==> config.mk <==
export PLATFORM = sky130hd
export DESIGN_NAME = uart_tx_port
export DESIGN_NICKNAME = d
export VERILOG_FILES = /design/src/rtl/uart_pkg.sv /design/src/rtl/tx_byte_fifo.sv /design/src/rtl/uart_tx_port.sv
export SDC_FILE = /design/constraint.sdc
export NUM_CORES = 1
export LEC_CHECK = 0
export ABC_AREA = 0
export CAP_MARGIN = 20
export CORE_ASPECT_RATIO = 0.8
export CORE_MARGIN = 1
export CORE_UTILIZATION = 34
export DETAILED_ROUTE_END_ITERATION = 12
export PLACE_DENSITY = 0.62
export SYNTH_ARGS = -nofsm -noshare
export SYNTH_HDL_FRONTEND = slang
export SYNTH_SLANG_ARGS = --single-unit
==> constraint.sdc <==
create_clock -name clk -period 5.2 [get_ports clk]
set_input_delay 0.78 -clock clk [delete_from_list [all_inputs] [get_ports clk]]
set_output_delay 0.78 -clock clk [all_outputs]
set_load 0.05 [all_outputs]
==> src/rtl/uart_pkg.sv <==
// Shared types and constants for the memory-mapped UART transmit port.
package uart_pkg;

  typedef enum logic [1:0] {
    IDLE,
    START,
    DATA,
    STOP
  } txState_t;

  localparam int BUSY      = 0;
  localparam int EMPTY     = 1;
  localparam int FULL      = 2;
  localparam int OVERFLOW  = 3;
  localparam int COUNT_LSB = 4;

  localparam int DATA_BITS  = 8;
  localparam int FRAME_BITS = 10;

endpackage

==> src/rtl/tx_byte_fifo.sv <==
// Byte FIFO feeding the transmitter; count is kept alongside the pointers so full/empty never alias.
module tx_byte_fifo #(
  parameter int FIFO_DEPTH = 4
) (
  input  logic                               clk,
  input  logic                               reset,
  input  logic                               push,
  input  logic                               pop,
  input  logic [7:0]                         din,
  output logic [7:0]                         dout,
  output logic [$clog2(FIFO_DEPTH+1)-1:0]    count,
  output logic                               full,
  output logic                               empty
);

  localparam int CW = $clog2(FIFO_DEPTH + 1);
  localparam int PW = $clog2(FIFO_DEPTH);

  logic [7:0]    mem [FIFO_DEPTH];
  logic [PW-1:0] rdPtr;
  logic [PW-1:0] wrPtr;
  logic          doPush;
  logic          doPop;

  // A pop on the same edge frees the head slot, so a push into a full FIFO is still legal then.
  assign doPop  = pop && !empty;
  assign doPush = push && (!full || doPop);
  assign full   = (count == CW'(FIFO_DEPTH));
  assign empty  = (count == '0);
  assign dout   = mem[rdPtr];

  always_ff @(posedge clk or posedge reset) begin
    if (reset) begin
      rdPtr <= '0;
      wrPtr <= '0;
      count <= '0;
    end else begin
      if (doPush) wrPtr <= wrPtr + 1'b1;
      if (doPop)  rdPtr <= rdPtr + 1'b1;
      case ({doPush, doPop})
        2'b10:   count <= count + 1'b1;
        2'b01:   count <= count - 1'b1;
        default: count <= count;
      endcase
    end
  end

  always_ff @(posedge clk) begin
    if (doPush) mem[wrPtr] <= din;
  end

endmodule

==> src/rtl/uart_tx_port.sv <==
// 8N1 UART transmit port: queues processor stores and serialises them LSB first,
// reporting a registered status word back on the port-in path.
module uart_tx_port
  import uart_pkg::*;
#(
  parameter int CLKS_PER_BIT = 16,
  parameter int FIFO_DEPTH   = 4
) (
  input  logic        clk,
  input  logic        reset,
  input  logic        WriteEnable,
  input  logic [7:0]  WriteData,
  input  logic        ClearOverflow,
  output logic        TxSerial,
  output logic [31:0] Status
);

  localparam int CW = $clog2(FIFO_DEPTH + 1);
  localparam int BW = $clog2(CLKS_PER_BIT);

  txState_t      state;
  txState_t      stateNext;
  logic [BW-1:0] bcnt;
  logic [BW-1:0] bcntNext;
  logic [2:0]    bidx;
  logic [2:0]    bidxNext;
  logic [7:0]    shiftReg;
  logic [7:0]    shiftNext;
  logic          txNext;
  logic          bitDone;
  logic          overflow;
  logic          busy;
  logic [31:0]   statusNext;

  logic          fifoPop;
  logic [7:0]    fifoDout;
  logic [CW-1:0] fifoCount;
  logic          fifoFull;
  logic          fifoEmpty;

  tx_byte_fifo #(
    .FIFO_DEPTH(FIFO_DEPTH)
  ) fifo (
    .clk   (clk),
    .reset (reset),
    .push  (WriteEnable),
    .pop   (fifoPop),
    .din   (WriteData),
    .dout  (fifoDout),
    .count (fifoCount),
    .full  (fifoFull),
    .empty (fifoEmpty)
  );

  assign bitDone = (bcnt == BW'(CLKS_PER_BIT - 1));
  assign busy    = (state != IDLE) || !fifoEmpty;

  // txNext is the line level for the current state; it is registered so the line never glitches.
  always_comb begin
    stateNext = state;
    bcntNext  = bcnt;
    bidxNext  = bidx;
    shiftNext = shiftReg;
    fifoPop   = 1'b0;
    txNext    = 1'b1;
    case (state)
      IDLE: begin
        bcntNext = '0;
        if (!fifoEmpty) begin
          fifoPop   = 1'b1;
          shiftNext = fifoDout;
          stateNext = START;
        end
      end
      START: begin
        txNext = 1'b0;
        if (bitDone) begin
          bcntNext  = '0;
          bidxNext  = '0;
          stateNext = DATA;
        end else begin
          bcntNext = bcnt + 1'b1;
        end
      end
      DATA: begin
        txNext = shiftReg[0];
        if (bitDone) begin
          bcntNext  = '0;
          shiftNext = shiftReg >> 1;
          if (bidx == 3'(DATA_BITS - 1)) stateNext = STOP;
          else                           bidxNext  = bidx + 1'b1;
        end else begin
          bcntNext = bcnt + 1'b1;
        end
      end
      STOP: begin
        if (bitDone) begin
          bcntNext  = '0;
          stateNext = IDLE;
        end else begin
          bcntNext = bcnt + 1'b1;
        end
      end
      default: stateNext = IDLE;
    endcase
  end

  always_comb begin
    statusNext                   = '0;
    statusNext[BUSY]             = busy;
    statusNext[EMPTY]            = fifoEmpty;
    statusNext[FULL]             = fifoFull;
    statusNext[OVERFLOW]         = overflow;
    statusNext[COUNT_LSB +: 8]   = 8'(fifoCount);
  end

  // A write dropped by a full FIFO takes priority over a same-cycle clear of the sticky flag.
  always_ff @(posedge clk or posedge reset) begin
    if (reset) begin
      state    <= IDLE;
      bcnt     <= '0;
      bidx     <= '0;
      shiftReg <= '0;
      TxSerial <= 1'b1;
      overflow <= 1'b0;
      Status   <= 32'h0000_0002;
    end else begin
      state    <= stateNext;
      bcnt     <= bcntNext;
      bidx     <= bidxNext;
      shiftReg <= shiftNext;
      TxSerial <= txNext;
      if (WriteEnable && fifoFull && !fifoPop) overflow <= 1'b1;
      else if (ClearOverflow)                  overflow <= 1'b0;
      Status   <= statusNext;
    end
  end

endmodule

# Word-level counts from Yosys, hierarchy flattened
# Memories as Yosys holds them, arrays and structs flattened.
# Cells that the tools add are included.
# classes
n_addsub	6
n_mul	0
div	0
n_lt_le_gt_ge	0
n_eq_ne	14
n_shift	0
mux	23
n_bitwise	0
reduce_logical	20
# op_table
cell	n
two-way mux 8 bit	2
case mux 8 bit (2 select lines)	1
inequality test 2 bit (second input constant)	6
case mux 3 bit (2 select lines)	2
two-way mux 2 bit	5
nonzero test 2 bit	5
two-way mux 3 bit	3
case mux 2 bit (4 select lines)	1
case mux 4 bit (2 select lines)	1
adder 3 x 1 -> 3 bit (second input constant)	2
== test 2 bit (second input constant)	3
== test 3 bit (second input constant)	2
two-way mux 1 bit	6
AND reduction 5 bit	1
adder 2 x 1 -> 2 bit (second input constant)	2
adder 4 x 1 -> 4 bit (second input constant)	1
== test 2 x 1 -> 1 bit (second input constant)	2
== test 4 bit (second input constant)	1
logical AND 1 bit	4
two-way mux 4 bit	1
AND reduction 4 bit	1
logical NOT 1 bit	3
logical NOT 3 bit	1
AND reduction 3 bit	1
5 further kinds	6
# word_totals
regBits	33
latch_bits	0
ramBits	32
mem_bits_ro	0
input_bits	12
output_inout_bits	33
wordCells	74
n_memories	1
# mem_list
name	words	width	rd	rd_clocked_by_memory_dff	wr	line_no	source
fifo.mem	4	8	1	0	1	tx_byte_fifo.sv:19	logic [7:0] mem [FIFO_DEPTH];

# Longest topological paths before layout
# Gate-level depths: netlist of run 1.
# depth
ltp_word	8
mapped_depth	11
ltp_nobuf	11

# By module
# A second synthesis of run 1 with hierarchy kept.
# unflattened
cells_unflattened	218
hier_area_um2	3101.7
# by_module_without_submodules
mod	instances	cells_each	area_per_inst_um2	seq_area_each_um2
tx_byte_fifo	1	99	1682.9	1136.1
uart_tx_port	1	119	1418.9	653.1

# Worst setup path before layout of run 1
# No wires, ideal clock.
# synth_path
path_kind	register to register
startpoint	register state[0]
endpoint	register fifo.count[2]
setup_time_ps	79
arrival_ps	2065
required_ps	5121
path_slack_ps	3056
path_stages_with_launch	12
n_path_buf	0
period_less_slack_ps	2144
cell_sequence	dfrtp_1 > inv_1 > ha_1 > nor4b_2 > nor2b_1 > inv_1 > ha_1 > inv_1 > fa_1 > xor2_1 > nor2_1 > xor2_1
# synth_via
elab_chain_cells	7
elab_cells_between_ends	9
cone_classes	eq/ne: 2; mux: 2; reduce/logical: 5
# synth_rtl
item	line_no	source
from (decl)	uart_tx_port.sv:21	txState_t state;
from (signal assigned)	uart_tx_port.sv:128	state <= stateNext;
logical NOT 2 bit (*)	uart_tx_port.sv:66	case (state)
two-way mux 1 bit (*)	uart_tx_port.sv:66	
logical AND 1 bit (*)	tx_byte_fifo.sv:26	assign doPop = pop && !empty;
logical OR 1 bit	tx_byte_fifo.sv:27	assign doPush = push && (!full || doPop);
logical AND 1 bit	tx_byte_fifo.sv:27	
== test 2 x 1 -> 1 bit / == test 2 bit (equally long branches)	tx_byte_fifo.sv:40	case ({doPush, doPop})
case mux 3 bit (2 select lines) / nonzero test 2 bit (equally long branches)	--	
to (signal assigned)	tx_byte_fifo.sv:41	2'b10: count <= count + 1'b1;
to (signal assigned)	tx_byte_fifo.sv:42	2'b01: count <= count - 1'b1;
to (signal assigned)	tx_byte_fifo.sv:43	default: count <= count;
to (decl)	tx_byte_fifo.sv:11	output logic [$clog2(FIFO_DEPTH+1)-1:0] count,
# Every way passes the cells marked *; elsewhere a longest branch is shown, timed or not.
# A chain may end at the register's enable or synchronous reset.

# Worst setup path in the final report of run 1
# layout_path
startpoint	register TxSerial
endpoint	output port TxSerial
# layout_lines
item	line_no	source
from (decl)	uart_tx_port.sv:14	output logic TxSerial,
from (signal assigned)	uart_tx_port.sv:132	TxSerial <= txNext;
# No word-level cell between the ends.

==> results.sh, run 1 <==
export IMPL_areaGrowthSynthToFinish_pct=12.1
export IMPL_setup_viol_count_final=0
export IMPL_grt_pass1_wl_um=7890
export IMPL_synthesis_area_um2=3000
export IMPL_slowest_delay_ns=0.80
export IMPL_synth_simple_area_share=0.0614
export IMPL_outcome="completed"
export IMPL_cts_sinks=65
export IMPL_clk_path_buf_depth=2
export IMPL_fin_cells=359
export IMPL_htreeDepth=3
export IMPL_clk_latency_ns=0.34
export IMPL_fin_nets=268
export IMPL_viasPerCell=4.44
export IMPL_critPathMaxFanout=1
export IMPL_crit_chain="clkdlybuf4s50_1"
export IMPL_crit_path_start_kind="register"
export IMPL_synth_cell_types=41
export IMPL_cts_setup_buffers=0
export IMPL_yosys_most_used_dff="edfxtp_1"
export IMPL_crit_required_ns=4.42
export IMPL_hold_viol_final=0
export IMPL_io_pins=45
export IMPL_worstSetupPathType="register to output port"
export IMPL_cp_data_arrival_time_ns=1.66
export IMPL_p_leak_nw=1.38
export IMPL_antenna_cells=0
export IMPL_vias=1593
export IMPL_synth_fa_ha_area_frac=0.0609
export IMPL_synth_compound_area_share=0.0601
export IMPL_synth_seq_area_share=0.597
export IMPL_dieArea_um2=9200
export IMPL_first_global_vias=1545
export IMPL_clkTransAtPathRegs_ns=0.07
export IMPL_yosysMostFrequentCell="edfxtp_1"
export IMPL_core_um2=8520
export IMPL_vdd_drop_max_v=0.000220
export IMPL_max_slew_margin=0.507
export IMPL_cts_resized=0
export IMPL_power_density_nw_per_um2=586
export IMPL_synth_top_cells_by_count="edfxtp_1, dfrtp_1, buf_4"
export IMPL_routedWlPerCell_um=13.1
export IMPL_place_congestion=0.723
export IMPL_synth_edf_count=32
export IMPL_worst_slew_pin_slew_ns=0.740
export IMPL_synth_warnings=0
export IMPL_drc_errors=0
export IMPL_globalRouteTotalUtil=0.116
export IMPL_synth_area_top_cells="edfxtp_1, dfrtp_1, buf_4"
export IMPL_place_area_um2=3200
export IMPL_max_freq_ghz=0.409
export IMPL_worstSetupEndpointType="output port"
export IMPL_overflow=0
export IMPL_chipWidth_um=107
export IMPL_fin_util=0.395
export IMPL_clock_root_buffer="clkbuf_8"
export IMPL_yosys_area_top_type_share=0.321
export IMPL_dp_slack_ns=2.51
export IMPL_fillers=793
export IMPL_start_util=0.352
export IMPL_hold_path_class="register to register"
export IMPL_yosys_area_top_type="edfxtp_1"
export IMPL_routed_wl_um=4710
export IMPL_fin_ws_ns=2.76
export IMPL_holdWs_ns=0.395
export IMPL_finalCritPeriodShare=0.470
export IMPL_rsz0062_at_grt="no"
export IMPL_maxCapViolCount=0
export IMPL_fin_crit_ns=2.44
export IMPL_grt_max_degree=34
export IMPL_rows=30
export IMPL_die_y_um=86.0
export IMPL_hpwlAfterDp_um=3110
export IMPL_fin_area_um2=3360
export IMPL_synth_xor_area_frac=0.0205
export IMPL_synth_seq_cells=65
export IMPL_final_max_slew_viol_count=0
export IMPL_synthMuxAreaShare=0.0993
export IMPL_synth_area_per_cell_um2=13.8
export IMPL_antenna_found_initial=0
export IMPL_cts_tree="done"
export IMPL_finalSetupTns_ns=0
export IMPL_placed_cells=343
export IMPL_detail_route_antenna_nets=0
export IMPL_first_pass_iters=5
export IMPL_critPathSlowestCell="clkdlybuf4s50_1"
export IMPL_crit_family="buffers and inverters"
export IMPL_finalClockSkew_ns=0.0152
export IMPL_numPortBuffers=19
export IMPL_numCtsBuffers=9
export IMPL_initialDrtViolationCount=94
export IMPL_async_flop_share=0.508
export IMPL_synth_cells=218
export IMPL_layout_drive_gt1_share=0.138
export IMPL_synth_top_family_by_area="buffers and inverters"
export IMPL_power_mw=1.97
export IMPL_crit_buf_inv=1
export IMPL_cts_hold_fix_buffers=0
worst paths after layout:
path | start | to | slack (ns) | cells past startpoint
setup / recovery | TxSerial | TxSerial | 2.76 | 1
hold / removal | overflow | Status[3] | 0.39 | 0
setup reg to reg | state[0] | fifo.count[2] | 2.81 | 11
hold reg to reg | overflow | Status[3] | 0.39 | 0
max in group asynchronous | reset | TxSerial | 4.03 | 3
min in group asynchronous | reset | Status[3] | 0.83 | 3
sequential cells by signal (all words and copies together), names as in the netlist:
| signal | count |
|---|---|
| fifo.mem | 32 |
| shiftReg | 8 |
| Status | 7 |
| bcnt | 4 |
| bidx | 3 |
| fifo.count | 3 |
| fifo.rdPtr | 2 |
| fifo.wrPtr | 2 |
| state | 2 |
| TxSerial | 1 |
| overflow | 1 |
layout by cell type (no fill, tap or decap), types with 2 or more instances in the layout:
| cell | netlist | final |
|---|---|---|
| and3_2 | 2 | 2 |
| inv_1 | 19 | 19 |
| nor3_1 | 3 | 3 |
| ha_1 | 13 | 13 |
| dfstp_2 | 2 | 2 |
| clkbuf_8 | 0 | 9 |
| clkinv_2 | 0 | 4 |
| mux2_2 | 9 | 9 |
| a21oi_1 | 2 | 2 |
| mux2i_1 | 8 | 8 |
| o211ai_1 | 3 | 3 |
| nand2_1 | 8 | 8 |
| nand3_1 | 3 | 3 |
| nor2_1 | 4 | 4 |
| mux2_1 | 9 | 9 |
| xor2_1 | 3 | 3 |
| conb_1 | 1 | 25 |
| a222oi_1 | 7 | 7 |
| clkdlybuf4s50_1 | 0 | 19 |
| dfrtp_1 | 31 | 31 |
| xnor2_1 | 4 | 4 |
| edfxtp_1 | 32 | 32 |
| and2_1 | 4 | 4 |
| o21ai_0 | 3 | 3 |
| nor2b_1 | 3 | 3 |
power by group:
part | total (mW) | leakage, nW | switching [mW] | internal (mW)
registers | 0.843 | 0.693 | 0.120 | 0.723
logic | 0.770 | 0.603 | 0.443 | 0.327
clock network | 0.358 | 0.0858 | 0.188 | 0.170
total | 1.97 | 1.38 | 0.751 | 1.22
area by class of cell:
| type | instances | area [µm²] | share of cell area |
|---|---|---|---|
| clock buffer | 10 | 128 | 0.0380 |
| clock inverter | 6 | 36.3 | 0.0108 |
| inverter | 19 | 71.3 | 0.0212 |
| multi-input combinational | 127 | 1000 | 0.297 |
| sequential | 65 | 1790 | 0.532 |
| tap | 112 | 140 | 0.0417 |
| timing repair buffer | 20 | 198 | 0.0588 |
worst reg2reg max path, cell delays in order (launching register included):
cell     delay, ns
dfrtp_1       0.38
inv_1         0.10
ha_1          0.25
nor4b_2       0.29
nor2b_1       0.18
inv_1         0.08
ha_1          0.17
inv_1         0.06
fa_1          0.37
xor2_1        0.15
nor2_1        0.12
xor2_1        0.16
logic make-up after synthesis:
logic type,count (synthesis)
AO/OA/AOI/OAI,22
XOR/XNOR,7
adder cells (fa/ha/maj),14
buffers and inverters,50
flip-flops,65
multiplexers,27
other,1
AND/OR/NAND/NOR,32
metal layers:
layer  track usage  up-vias  wire (µm)
li1              -      770          -
met1         0.162      775       2350
met2         0.164       40       2080
met3        0.0418        8        202
met4        0.0448        0         71
met5             0        -          0
(Power assumes the default switching activity.)
==> run 2, diff against run 1 <==
==> constraint.sdc (replaced) <==
create_clock -name clk -period 2.5 [get_ports clk]
set_input_delay 0.375 -clock clk [delete_from_list [all_inputs] [get_ports clk]]
set_output_delay 0.375 -clock clk [all_outputs]
set_load 0.05 [all_outputs]
==> results.sh, run 2 (same netlist as run 1, synthesis figures left out) <==
export IMPL_setup_viol_count_final=0
export IMPL_numPortBuffers=19
export IMPL_clk_latency_ns=0.34
export IMPL_fin_cells=363
export IMPL_final_common_cell="edfxtp_1"
export IMPL_areaGrowthSynthToFinish_pct=13.2
export IMPL_cts_resized=0
export IMPL_htreeDepth=3
export IMPL_vias=1624
export IMPL_fin_ws_ns=0.255
export IMPL_busiest_layer="met2"
export IMPL_antenna_cells=0
export IMPL_antenna_found_initial=0
export IMPL_top_register="fifo.mem"
export IMPL_crit_required_ns=2.77
export IMPL_rows=30
export IMPL_die_y_um=86.0
export IMPL_rsz0062_at_grt="no"
export IMPL_globalRouteTotalUtil=0.117
export IMPL_clkTransAtPathRegs_ns=0.07
export IMPL_power_mw=4.16
export IMPL_routedWlPerCell_um=13.0
export IMPL_cts_hold_fix_buffers=0
export IMPL_start_util=0.352
export IMPL_outcome="completed"
export IMPL_final_cell_mix="edfxtp_1, dfrtp_1, conb_1, inv_1, clkdlybuf4s50_1"
export IMPL_met2_usage=0.182
export IMPL_cts_tree="done"
export IMPL_viasPerCell=4.47
export IMPL_initialDrtViolationCount=102
export IMPL_layout_drive_gt1_share=0.143
export IMPL_grt_max_degree=34
export IMPL_finalCritPeriodShare=0.898
export IMPL_placed_cells=347
export IMPL_hold_viol_final=0
export IMPL_final_max_slew_viol_count=0
export IMPL_finalClockSkew_ns=0.0126
export IMPL_grt_pass1_wl_um=8000
export IMPL_largest_reg_flops=32
export IMPL_numCtsBuffers=9
export IMPL_cp_data_arrival_time_ns=2.51
export IMPL_crit_buf_inv=3
export IMPL_drc_errors=0
export IMPL_critPathMaxFanout=4
export IMPL_hpwlAfterDp_um=3220
export IMPL_vdd_drop_max_v=0.000493
export IMPL_routed_wl_um=4720
export IMPL_place_congestion=0.719
export IMPL_crit_chain="inv_1 -> ha_1 -> nor4b_2 -> nor2b_1 -> inv_1 -> ha_1 -> inv_1 -> fa_1 -> xor2_1 -> nor2_1 -> xor2_1"
export IMPL_top_regs="fifo.mem: 32 flops, shiftReg: 8 flops, Status: 7 flops"
export IMPL_max_slew_margin=0.542
export IMPL_cts_sinks=65
export IMPL_core_um2=8520
export IMPL_dieArea_um2=9200
export IMPL_slowest_delay_ns=0.38
export IMPL_cts_setup_buffers=0
export IMPL_clk_path_buf_depth=2
export IMPL_detail_route_antenna_nets=0
export IMPL_clock_root_buffer="clkbuf_8"
export IMPL_grt_use_met3=0.0403
export IMPL_dp_slack_ns=0.243
export IMPL_crit_path_start_kind="register"
export IMPL_finalSetupTns_ns=0
export IMPL_fin_crit_ns=2.25
export IMPL_overflow=0
export IMPL_p_leak_nw=1.40
export IMPL_fin_nets=272
export IMPL_first_global_vias=1665
export IMPL_worst_slew_pin_slew_ns=0.687
export IMPL_io_pins=45
export IMPL_worstSetupPathType="register to register"
export IMPL_critPathSlowestCell="dfrtp_1"
export IMPL_hold_path_class="register to register"
export IMPL_crit_family="adder cells"
export IMPL_first_pass_iters=4
export IMPL_crit_top_cell="inv_1"
export IMPL_maxCapViolCount=0
export IMPL_power_density_nw_per_um2=1230
export IMPL_gr_usage_met1=0.148
export IMPL_chipWidth_um=107
export IMPL_max_freq_ghz=0.445
export IMPL_worstSetupEndpointType="register"
## run 2: report_power, final
part / internal, mW / switching (mW) / total [mW]
Combinational: 0.715 / 0.938 / 1.65
Sequential: 1.50 / 0.247 / 1.75
Clock: 0.384 / 0.372 / 0.756
## run 2: final timing paths
check	startpoint	end	slack [ns]	cells past startpoint
setup / recovery	state[0]	fifo.count[2]	0.25	11
hold / removal	overflow	Status[3]	0.39	0
setup reg to reg	state[0]	fifo.count[2]	0.25	11
hold reg to reg	overflow	Status[3]	0.39	0
max in group asynchronous	reset	TxSerial	1.71	3
min in group asynchronous	reset	Status[3]	0.44	3
## run 2: routing by layer
layer / wire length, µm / share of wire
met4: 75 / 0.016
met1: 2340 / 0.50
met2: 2060 / 0.44
met3: 251 / 0.053
met5: 0 / 0
## run 2: cell type report
cell class | instances | area (µm²)
sequential | 65 | 1790
inverter | 19 | 71.3
tap | 112 | 140
clock buffer | 13 | 149
multi-input combinational | 127 | 1000
clock inverter | 3 | 17.5
fill | 825 | 5130
timing repair buffer | 24 | 228
## run 2: per-stage QoR
step	hold slack [ns]	utilization	instance area, µm²
after CTS	0.388	0.398	3390
after global placement	0.362	0.379	3230
final	0.386	0.398	3390
after global routing	0.402	0.398	3390
after floorplan	0.354	-	3090
after detailed placement	0.380	0.379	3230
==> run 3, diff against run 2 <==
--- a/config.mk
+++ b/config.mk
@@ -7,10 +7,12 @@
 export LEC_CHECK = 0
 export ABC_AREA = 0
 export CAP_MARGIN = 20
-export CORE_ASPECT_RATIO = 0.8
+export CORE_ASPECT_RATIO = 1.2
 export CORE_MARGIN = 1
 export CORE_UTILIZATION = 34
+export CTS_CLUSTER_DIAMETER = 50
 export DETAILED_ROUTE_END_ITERATION = 12
+export GPL_TIMING_DRIVEN = 0
 export PLACE_DENSITY = 0.62
 export SYNTH_ARGS = -nofsm -noshare
 export SYNTH_HDL_FRONTEND = slang
==> results.sh, run 3 (same netlist as run 1, synthesis figures left out) <==
export IMPL_crit_buf_inv=3
export IMPL_hold_viol_final=0
export IMPL_busiest_layer="met2"
export IMPL_seq_area_um2=1790
export IMPL_clock_root_buffer="clkbuf_8"
export IMPL_setup_viol_count_final=0
export IMPL_viasPerCell=4.29
export IMPL_globalRouteTotalUtil=0.116
export IMPL_cts_tree="done"
export IMPL_areaGrowthSynthToFinish_pct=23.5
export IMPL_cts_sinks=65
export IMPL_clk_latency_ns=0.34
export IMPL_multiInputGateArea_um2=1010
export IMPL_grt_pass1_wl_um=7780
export IMPL_top_register="fifo.mem"
export IMPL_met2_usage=0.178
export IMPL_gr_usage_met1=0.139
export IMPL_routedWlPerCell_um=11.8
export IMPL_grt_use_met3=0.0403
export IMPL_vdd_drop_max_v=0.000567
export IMPL_finalClockSkew_ns=0.00959
export IMPL_finalSetupTns_ns=0
export IMPL_critPathMaxFanout=7
export IMPL_p_leak_nw=1.59
export IMPL_power_density_nw_per_um2=1210
export IMPL_routed_wl_um=4660
export IMPL_detail_route_antenna_nets=0
export IMPL_grt_max_degree=24
export IMPL_numCtsBuffers=9
export IMPL_critPathSlowestCell="dfrtp_1"
export IMPL_die_y_um=105
export IMPL_core_um2=8560
export IMPL_crit_chain="inv_1 -> ha_2 -> nor4b_4 -> nor2b_2 -> inv_1 -> ha_1 -> inv_1 -> fa_1 -> xor2_1 -> nor2_1 -> xor2_1"
export IMPL_final_common_cell="edfxtp_1"
export IMPL_crit_family="adder cells"
export IMPL_antenna_found_initial=0
export IMPL_rows=37
export IMPL_fin_cells=396
export IMPL_finalCritPeriodShare=0.930
export IMPL_cp_data_arrival_time_ns=2.59
export IMPL_start_util=0.350
export IMPL_drc_errors=0
export IMPL_antenna_cells=0
export IMPL_dieArea_um2=9200
export IMPL_placed_cells=379
export IMPL_rsz0062_at_grt="no"
export IMPL_place_congestion=0.731
export IMPL_largest_reg_flops=32
export IMPL_slowest_delay_ns=0.38
export IMPL_crit_required_ns=2.77
export IMPL_crit_top_cell="inv_1"
export IMPL_outcome="completed"
export IMPL_fin_util=0.432
export IMPL_chipWidth_um=87.7
export IMPL_maxCapViolCount=0
export IMPL_max_slew_margin=0.604
export IMPL_worstSetupEndpointType="register"
export IMPL_worst_slew_pin_slew_ns=0.592
export IMPL_final_cell_mix="edfxtp_1, dfrtp_1, buf_4, conb_1"
export IMPL_hold_path_class="primary input to async pin"
export IMPL_max_freq_ghz=0.430
export IMPL_first_global_vias=1636
export IMPL_crit_path_start_kind="register"
export IMPL_numPortBuffers=19
export IMPL_layout_drive_gt1_share=0.240
export IMPL_final_max_slew_viol_count=0
export IMPL_fin_nets=300
export IMPL_htreeDepth=3
export IMPL_first_pass_iters=4
export IMPL_fin_crit_ns=2.33
export IMPL_io_pins=45
export IMPL_clk_path_buf_depth=2
export IMPL_hpwlAfterDp_um=3290
export IMPL_overflow=0
export IMPL_top_regs="fifo.mem: 32 flops, shiftReg: 8 flops, Status: 7 flops"
export IMPL_vias=1697
export IMPL_worstSetupPathType="register to register"
export IMPL_fillers=784
export IMPL_initialDrtViolationCount=180
export IMPL_clkTransAtPathRegs_ns=0.07
## run 3: cell count changes in the layout (fill, tap and decap cells not counted), moves of 2 or more
cell / before / now
buf_4: 5 / 26
buf_2: 0 / 2
buf_6: 0 / 2
bufinv_16: 0 / 2
clkbuf_1: 3 / 1
## run 3: worst paths after layout
| path | startpoint | endpoint | slack (ns) | cells past startpoint |
|---|---|---|---|---|
| setup / recovery | state[0] | fifo.count[2] | 0.17 | 11 |
| hold / removal | reset | fifo.wrPtr[1] | 0.35 | 2 |
| setup reg to reg | state[0] | fifo.count[2] | 0.17 | 11 |
| hold reg to reg | overflow | Status[3] | 0.39 | 0 |
| max in group asynchronous | reset | TxSerial | 1.59 | 3 |
| min in group clk | overflow | Status[3] | 0.39 | 0 |
## run 3: per-stage QoR
stage          instance area, µm²  total power [mW]  setup WS [ns]  hold slack, ns
2_1_floorplan                3090              3.07          0.356           0.354
3_3_place_gp                 3420              3.46          0.167           0.367
3_5_place_dp                 3450              3.50          0.124           0.376
4_1_cts                      3680              4.52         0.0841           0.341
5_1_grt                      3700              4.80        0.00641           0.407
6_report                     3700              4.48          0.174           0.347
## run 3: layer usage
| metal | up-vias | wire [µm] |
|---|---|---|
| li1 | 836 | - |
| met1 | 815 | 2010 |
| met2 | 39 | 2340 |
| met3 | 7 | 200 |
| met4 | 0 | 106 |
| met5 | - | 0 |
## run 3: where the power goes
part | switching (mW) | leakage [nW] | total (mW) | internal, mW
Combinational | 1.00 | 0.780 | 1.78 | 0.781
Clock | 0.406 | 0.113 | 0.998 | 0.591
Sequential | 0.198 | 0.693 | 1.70 | 1.50
## run 3: timing repair
action                                  CTS  global route
hold buffers                              0             0
buffers inserted                          0             1
endpoints found under the setup margin    0             1
endpoints found under the hold margin     0             0
resized for setup                         0             3
## run 3: layout make-up
cell class                 instances  area share
clock inverter                     6      0.0243
tap                              117      0.0396
timing repair buffer              21      0.0609
buffer                            31      0.0615
sequential                        65       0.483
multi-input combinational        127       0.274
clock buffer                      10      0.0372
inverter                          19      0.0193
